File: config.mk
export PLATFORM = sky130hd
export DESIGN_NAME = shift_latch_reg
export DESIGN_NICKNAME = d
export VERILOG_FILES = /design/src/rtl/shift_latch_pkg.sv /design/src/rtl/key_pulse_gen.sv /design/src/rtl/shift_latch_reg.sv
export SDC_FILE = /design/constraint.sdc
export NUM_CORES = 1
export LEC_CHECK = 0
export ABC_AREA = 1
export CAP_MARGIN = 10
export CORE_ASPECT_RATIO = 0.6
export CORE_MARGIN = 10
export CORE_UTILIZATION = 44
export CTS_CLUSTER_SIZE = 20
export DETAILED_ROUTE_END_ITERATION = 6
export GPL_ROUTABILITY_DRIVEN = 0
export PLACE_DENSITY_LB_ADDON = 0.05
export RECOVER_POWER = 25
export REMOVE_ABC_BUFFERS = 1
export SYNTH_ARGS = -nofsm -noshare
export SYNTH_HDL_FRONTEND = slang
export SYNTH_SLANG_ARGS = --single-unit
File: constraint.sdc
create_clock -name clk -period 1 [get_ports clk]
set_clock_uncertainty 0.05 [all_clocks]
set_input_delay 0.1 -clock clk [delete_from_list [all_inputs] [get_ports clk]]
set_output_delay 0.1 -clock clk [all_outputs]
set_load 0.02 [all_outputs]
File: src/rtl/shift_latch_pkg.sv
`default_nettype none
// ============================================================================
// Module      : shift_latch_pkg
// Description : Shared constants for the shift_latch_reg block: shift-stage
//               mode encodings and the default key debounce count.
// Revision    : 1.0 - initial release
// ============================================================================
package shift_latch_pkg;

    // Shift-stage operating modes, sampled only in the shift-pulse cycle
    localparam logic [1:0] MODE_HOLD = 2'b00;
    localparam logic [1:0] MODE_SHL  = 2'b01;
    localparam logic [1:0] MODE_SHR  = 2'b10;
    localparam logic [1:0] MODE_LOAD = 2'b11;

    // 10 ms of stable key level at a 50 MHz system clock
    localparam int unsigned DEFAULT_DEBOUNCE_CYCLES = 500000;

endpackage : shift_latch_pkg
`default_nettype wire

File: src/rtl/key_pulse_gen.sv
`default_nettype none
// ============================================================================
// Module      : key_pulse_gen
// Description : Turns a raw, asynchronous, bouncy push-button into a single
//               clean one-cycle strobe on each press.
//               Path: 2-FF synchroniser -> (optional) debounce counter ->
//               registered rising-edge detector.
//               Build option: SHIFT_LATCH_DEBOUNCE_EN
//                 defined   : level must be stable DEBOUNCE_CYCLES samples,
//                             press-to-pulse latency 2 + DEBOUNCE_CYCLES + 1
//                 undefined : synchroniser + edge detector only, latency 3
// Ports       : clk       - system clock
//               rst       - synchronous active-high reset
//               key       - raw key level, active-high when pressed
//               key_pulse - one-cycle strobe per accepted press
// Revision    : 1.0 - initial release
// ============================================================================
module key_pulse_gen
    import shift_latch_pkg::*;
#(
    parameter int unsigned DEBOUNCE_CYCLES = DEFAULT_DEBOUNCE_CYCLES
) (
    input  logic clk,
    input  logic rst,
    input  logic key,
    output logic key_pulse
);

    generate
        if (DEBOUNCE_CYCLES < 1) begin : g_cfg_check
            $error("key_pulse_gen: DEBOUNCE_CYCLES must be at least 1");
        end
    endgenerate

    logic       sync1;
    logic       sync2;
    logic [1:0] fill;      // marks when sync2 reflects a real post-reset sample
    logic       armed;     // set once the key has been seen released after reset
    logic       level;     // accepted key level
    logic       level_d;

    // Synchroniser plus arming. A key held through reset must not produce a
    // pulse, so the edge detector is gated until the synchronised key has
    // been observed low. The fill pipe keeps the reset-cleared synchroniser
    // contents from counting as a genuine "released" observation.
    always_ff @(posedge clk) begin
        if (rst) begin
            sync1 <= 1'b0;
            sync2 <= 1'b0;
            fill  <= 2'b00;
            armed <= 1'b0;
        end else begin
            sync1 <= key;
            sync2 <= sync1;
            fill  <= {fill[0], 1'b1};
            if (fill[1] && !sync2) begin
                armed <= 1'b1;
            end
        end
    end

`ifdef SHIFT_LATCH_DEBOUNCE_EN
    localparam int CNT_W = (DEBOUNCE_CYCLES > 1) ? $clog2(DEBOUNCE_CYCLES) : 1;
    localparam logic [CNT_W-1:0] CNT_LAST = CNT_W'(DEBOUNCE_CYCLES - 1);

    logic [CNT_W-1:0] cnt;
    logic             stable;

    // Count consecutive samples that disagree with the accepted level; any
    // sample that agrees again (a bounce) restarts the count.
    always_ff @(posedge clk) begin
        if (rst) begin
            cnt    <= '0;
            stable <= 1'b0;
        end else if (sync2 == stable) begin
            cnt <= '0;
        end else if (cnt == CNT_LAST) begin
            cnt    <= '0;
            stable <= sync2;
        end else begin
            cnt <= cnt + 1'b1;
        end
    end

    assign level = stable;
`else
    assign level = sync2;
`endif

    // Registered rising-edge detector; releases never produce a strobe
    always_ff @(posedge clk) begin
        if (rst) begin
            level_d   <= 1'b0;
            key_pulse <= 1'b0;
        end else begin
            level_d   <= level;
            key_pulse <= armed & level & ~level_d;
        end
    end

endmodule : key_pulse_gen
`default_nettype wire

File: src/rtl/shift_latch_reg.sv
`default_nettype none
// ============================================================================
// Module      : shift_latch_reg
// Description : Parametrised 74HC595-style register: a shift stage clocked by
//               a debounced SH key and a storage latch clocked by a debounced
//               ST key, with hold / shift-left / shift-right / parallel-load
//               modes, active-low output enable and a serial cascade output.
//               Build option: SHIFT_LATCH_DEBOUNCE_EN (key debounce enable,
//               see key_pulse_gen).
// Ports       : clk        - system clock, all state on posedge
//               rst        - synchronous active-high reset
//               ds         - serial data in
//               sh_key     - raw shift-clock key
//               st_key     - raw storage-clock key
//               oe_n       - output enable, active-low (1 blanks q to ones)
//               mode       - 00 hold, 01 shl, 10 shr, 11 load
//               pdata      - parallel load data
//               q          - storage stage or all-ones when blanked
//               q_serial   - cascade output, last bit shifted out
//               sh_pulse_o - one-cycle debounced shift strobe
// Revision    : 1.0 - initial release
// ============================================================================
module shift_latch_reg
    import shift_latch_pkg::*;
#(
    parameter int unsigned      WIDTH           = 8,
    parameter int unsigned      DEBOUNCE_CYCLES = DEFAULT_DEBOUNCE_CYCLES,
    parameter logic [WIDTH-1:0] INIT_VAL        = {WIDTH{1'b1}},
    parameter bit               INVERT_DS       = 1'b1
) (
    input  logic             clk,
    input  logic             rst,
    input  logic             ds,
    input  logic             sh_key,
    input  logic             st_key,
    input  logic             oe_n,
    input  logic [1:0]       mode,
    input  logic [WIDTH-1:0] pdata,
    output logic [WIDTH-1:0] q,
    output logic             q_serial,
    output logic             sh_pulse_o
);

    generate
        if (WIDTH < 2) begin : g_width_check
            $error("shift_latch_reg: WIDTH must be at least 2");
        end
    endgenerate

    logic             sh_pulse;
    logic             st_pulse;
    logic             d_in;
    logic [WIDTH-1:0] shift_r;
    logic [WIDTH-1:0] store_r;

    key_pulse_gen #(
        .DEBOUNCE_CYCLES (DEBOUNCE_CYCLES)
    ) u_sh_key (
        .clk       (clk),
        .rst       (rst),
        .key       (sh_key),
        .key_pulse (sh_pulse)
    );

    key_pulse_gen #(
        .DEBOUNCE_CYCLES (DEBOUNCE_CYCLES)
    ) u_st_key (
        .clk       (clk),
        .rst       (rst),
        .key       (st_key),
        .key_pulse (st_pulse)
    );

    assign d_in = ds ^ INVERT_DS;

    // Storage captures the pre-update shift value, so coincident ST and SH
    // pulses behave like the 595 with ST ahead of SH.
    always_ff @(posedge clk) begin
        if (rst) begin
            shift_r  <= INIT_VAL;
            store_r  <= INIT_VAL;
            q_serial <= 1'b1;
        end else begin
            if (st_pulse) begin
                store_r <= shift_r;
            end
            if (sh_pulse) begin
                case (mode)
                    MODE_HOLD: begin
                        shift_r <= shift_r;
                    end
                    MODE_SHL: begin
                        shift_r  <= {shift_r[WIDTH-2:0], d_in};
                        q_serial <= shift_r[WIDTH-1];
                    end
                    MODE_SHR: begin
                        shift_r  <= {d_in, shift_r[WIDTH-1:1]};
                        q_serial <= shift_r[0];
                    end
                    MODE_LOAD: begin
                        shift_r <= pdata;
                    end
                    default: begin
                        shift_r <= shift_r;
                    end
                endcase
            end
        end
    end

    // Blanking is combinational so oe_n acts in the same cycle; store_r keeps
    // updating underneath.
    assign q          = oe_n ? {WIDTH{1'b1}} : store_r;
    assign sh_pulse_o = sh_pulse;

endmodule : shift_latch_reg
`default_nettype wire

# ---- Word level (Yosys, flattened, before mapping)
# Index checks and enable logic that the tools add are counted.
dict set report totals {
  out_inout_bits 10
  regBits 31
  elab_cells 41
  inputBits 16
}
dict set report op_classes {
  bitwise_logic 8
  n_reduce_logical 8
  n_eq_ne 3
  mux 5
}
# operator count
set ops {}
lappend ops {{one-hot mux 8 bit (3 select lines)} 1}
lappend ops {{two-way mux 8 bit} 1}
lappend ops {{AND 1 bit} 4}
lappend ops {{equality test 2 bit (second input constant)} 2}
lappend ops {{NOT 1 bit} 4}
lappend ops {{AND reduction 2 bit} 2}
lappend ops {{equality test 2 x 1 -> 1 bit (second input constant)} 1}
lappend ops {{logical AND 1 bit} 2}
lappend ops {{logical NOT 1 bit} 2}
lappend ops {{logical NOT 2 bit} 1}
lappend ops {{two-way mux 1 bit} 2}
lappend ops {{one-hot mux 1 bit (2 select lines)} 1}
lappend ops {{nonzero test 2 bit} 1}

# ---- Longest topological paths before layout
dict set report logic_depth {
  depth_word 3
  depth_mapped 7
  ltp_nobuf 7
}

# ---- By module
# A second synthesis with hierarchy kept.
dict set report hier_totals {
  cells_unflattened 168
  area_unflattened_um2 1270.0
}
# mod cells_per_inst instances seq_area_each_um2 area_per_inst_um2
set by_module_without_submodules {}
lappend by_module_without_submodules {shift_latch_reg 126 1 340.3 869.6}
lappend by_module_without_submodules {key_pulse_gen 21 2 140.1 200.2}

# ---- Least setup slack after synthesis
# Ideal clock, no wire load.
dict set report synth_path {
  path_type {reg-to-reg}
  from {reg u_sh_key.key_pulse}
  to {reg shift_r[0]}
  setup_ps 115
  path_slack_ps -87
  period_less_slack_ps 1087
  t_required_ps 835
  t_arrival_ps 922
  n_path_buf 0
  path_stages_with_launch 6
  path_cell_list {dfxtp_1 inv_2 nor2_8 inv_2 a21oi_1 nand2_1}
}
dict set report synth_via {
  elab_chain_cells 1
}
# element line_no
set synth_rtl {}
lappend synth_rtl {{from (decl)} key_pulse_gen.sv:26} ;# output logic key_pulse
lappend synth_rtl {{from (signal assigned)} key_pulse_gen.sv:97} ;# key_pulse <= armed & level & ~level_d;
lappend synth_rtl {{AND reduction 2 bit (no line)} --}
lappend synth_rtl {{to (signal assigned)} shift_latch_reg.sv:90} ;# shift_r <= shift_r;
lappend synth_rtl {{to (signal assigned)} shift_latch_reg.sv:93} ;# shift_r <= {shift_r[WIDTH-2:0], d_in};
lappend synth_rtl {{to (signal assigned)} shift_latch_reg.sv:97} ;# shift_r <= {d_in, shift_r[WIDTH-1:1]};
lappend synth_rtl {{to (decl)} shift_latch_reg.sv:53} ;# logic [WIDTH-1:0] shift_r;
# Every way passes these cells.
# A chain may end at the register's enable or synchronous reset.

# ---- Final worst setup path
dict set report layout_path {
  from {reg store_r[6]}
  to {out q[6]}
}
dict set report layout_via {
  elab_chain_cells 1
}
# element line_no
set layout_rtl {}
lappend layout_rtl {{from (decl)} shift_latch_reg.sv:54} ;# logic [WIDTH-1:0] store_r;
lappend layout_rtl {{from (signal assigned)} shift_latch_reg.sv:85} ;# store_r <= shift_r;
lappend layout_rtl {{two-way mux 8 bit} shift_latch_reg.sv:113} ;# assign q = oe_n ? {WIDTH{1'b1}} : store_r;
lappend layout_rtl {{to (decl)} shift_latch_reg.sv:39} ;# output logic [WIDTH-1:0] q,
# Every way passes these cells.

==> flow_metrics.tcl <==
set metrics [dict create \
    dieWidth_microns 87.9 \
    top_regs "shift_r x8, store_r x8" \
    htreeDepth 2 \
    fin_ws_ps -100 \
    netlist.top_cell.by_area "dfxtp_1" \
    dominantRegCellSynth "dfxtp_1" \
    multi_input_area_sq_um 622 \
    yosysMostFrequentCell "nand2_1" \
    post-synth-top-area-fraction_pct 47.7 \
    synth_edf_count 0 \
    preCtsSetupSlack_ps -649 \
    register_area_sq_um 592 \
    path_clk_slew_ps 60 \
    tritoncts "built" \
    critical_path_required_ps 850 \
    wirelength_microns 3040 \
    grtUsageTotal_pct 11.5 \
    cp_max_fo 2 \
    ioPinCount 26 \
    antenna_found_initial 0 \
    fill_cells 211 \
    synth_cell_type_count 18 \
    rsz0062_at_grt "yes" \
    synthTopCellsByArea "dfxtp_1, nand2_1, nand3_1" \
    p_int_w 0.00185 \
    pwr-share-seq_pct 49.9 \
    clockPowerShare_pct 39.2 \
    synth_area_sq_um 1220 \
    ys_async_sr_fraction_pct 0 \
    min_from "rst" \
    leakagePower_nw 0.765 \
    fmax_mhz 909 \
    ys_ff_latch 29 \
    switching_share_pct 22.7 \
    worst_pin_slew_ps 461 \
    max-slew-margin-rel_pct 69.2 \
    holdCritPathClass "in -> reg" \
    rows 14 \
    net-switching-power_w 0.000543 \
    crit_type "reg -> out" \
    dp_hpwl_microns 2180 \
    placed_cells 226 \
    synth_warnings 0 \
    startpoint "store_r[6]" \
    initial_core_util_pct 47.3 \
    endpoint_kind "primary output" \
    vdd_drop_max_uv 950 \
    synth_area_per_cell_sq_um 7.56 \
    drc_errors 0 \
    arrival_ps 950 \
    drive_gt1_share_pct 32.8 \
    critical_path.startpoint_type "register" \
    syn_inst 161 \
    grt_pass1_wl_microns 4840 \
    fp.dieArea_sq_um 5340 \
    drt_iter0_markers 88 \
    status "finished, violations left" \
    num_antenna_cells 0 \
    grt-ovfl-total 0 \
    die_y_microns 60.7 \
    layout.nets 220 \
    slew_violations 0 \
    p_per_area_nw_per_um2 1370 \
    num_vias 1136 \
    fp.coreArea_sq_um 2570 \
    r2r_start "u_sh_key.key_pulse" \
    finalSetupViolCount 8 \
    final-hold-violation-count 0 \
    cts_hold_buf 0 \
    via_per_inst 4.88 \
    ys_top_cells_by_count "nand2_1, dfxtp_1, nand3_1" \
    timing.final.crit_share_pct 110 \
    grt_pass1_vias 1107 \
    wire_per_inst_microns 13.1 \
    comb_power_share_pct 10.9 \
    clk_path_buf_depth 2 \
    area_delta_synth_final_pct 44.0 \
    antenna_left 0 \
    clockRootBuffer "clkbuf_8" \
    clkLatencyLatePin_ps 270 \
    failed_checks "setup timing" \
    ys_seq_area_share_pct 47.7 \
    dr.pass1.iters 5 \
    grt_start_max_net_pins 20 \
    tns_ps -701 \
    cts_inserted_buffers 5 \
    clock-sinks 29 \
    max-cap-violations 0 \
    portBuffers 25 \
    finalCriticalPeriod_ps 1100 \
    holdWs_ps 96.2 \
    final-instance-count-excl-fill 233 \
]
power by group through the flow:
| stage | clock [W] | combinational (W) | sequential, W |
|---|---|---|---|
| detailed placement | 0 | 0.000241 | 0.00122 |
| global placement | 0 | 0.000235 | 0.00122 |
| finish | 0.000940 | 0.000262 | 0.00120 |
| global route | 0.00102 | 0.000290 | 0.00120 |
| CTS | 0.000957 | 0.000258 | 0.00119 |
| floorplan | 0 | 0.000103 | 0.00122 |
cells in the final DEF, fill, tap and decap left out:
cell type / Yosys / routed
clkdlybuf4s50_1: 0 / 10
inv_1: 13 / 12
nand3_1: 15 / 14
buf_2: 3 / 2
dfxtp_1: 29 / 20
dlygate4sd2_1: 0 / 1
a21oi_1: 12 / 8
nor4_2: 2 / 2
inv_4: 0 / 1
ha_4: 0 / 3
inv_6: 0 / 1
buf_4: 1 / 9
or2_4: 0 / 8
clkdlybuf4s15_1: 0 / 1
a21oi_2: 0 / 4
clkbuf_1: 0 / 2
clkinvlp_2: 0 / 1
clkbuf_2: 0 / 2
nand3_2: 0 / 1
nor2_1: 7 / 7
clkinvlp_4: 0 / 1
dlygate4sd3_1: 0 / 1
clkbuf_8: 0 / 6
o21ai_1: 1 / 1
dfxtp_2: 0 / 9
nor2_8: 1 / 1
buf_6: 1 / 10
nand2_1: 59 / 57
nor2_4: 1 / 1
nand2_2: 0 / 2
inv_2: 3 / 2
o211ai_1: 1 / 1
per-stage QoR:
| stage | area [sq um] | utilization (%) | total power, W |
|---|---|---|---|
| floorplan | 1180 | - | 0.00132 |
| global placement | 1580 | 61.5 | 0.00145 |
| detailed placement | 1580 | 61.5 | 0.00146 |
| CTS | 1750 | 67.9 | 0.00241 |
| global route | 1750 | 68.1 | 0.00251 |
| finish | 1750 | 68.1 | 0.00240 |
per-layer routing:
| layer | global-route usage [%] | wire (microns) | vias to the layer above |
|---|---|---|---|
| met1 | 13.9 | 1300 | 502 |
| met4 | 4.52 | 18 | 0 |
| li1 | - | - | 579 |
| met5 | 0 | 0 | - |
| met3 | 4.95 | 334 | 4 |
| met2 | 18.0 | 1390 | 51 |
kinds of logic (layout without fill, tap and decap cells):
kind of cell	after synthesis	in the layout	share of synthesized area [%]
AND/OR/NAND/NOR	93	93	35.3
flip-flops	29	29	47.7
buffers and inverters	22	62	8.02
AO/OA/AOI/OAI	14	14	5.96
adder cells (fa/ha/maj)	3	3	3.08
worst paths after layout:
path,cells past startpoint,slack (ps),to
min reg2reg,1,350,u_sh_key.key_pulse
max,2,-100,q[6]
min,2,100,u_st_key.sync1
max reg2reg,5,40,shift_r[4]
final cells by class:
cell class	instances	area share, %
inverter	17	4.28
clock buffer	7	4.93
multi-input combinational	110	35.5
timing repair inverter	1	0.286
sequential	29	33.8
tap	32	2.28
timing repair buffer	37	19.0
critical path: stages (launching register included):
cell and delay [ps]:
dfxtp_2 320, or2_4 220, buf_6 130
timing repair:
action                                  4_1_cts  5_1_grt
buffers inserted                              0        0
pin swaps                                     8        5
cloned                                        0        1
endpoints found under the setup margin       19       26
gates resized for setup                      87       13
(Power assumes the default switching activity.)
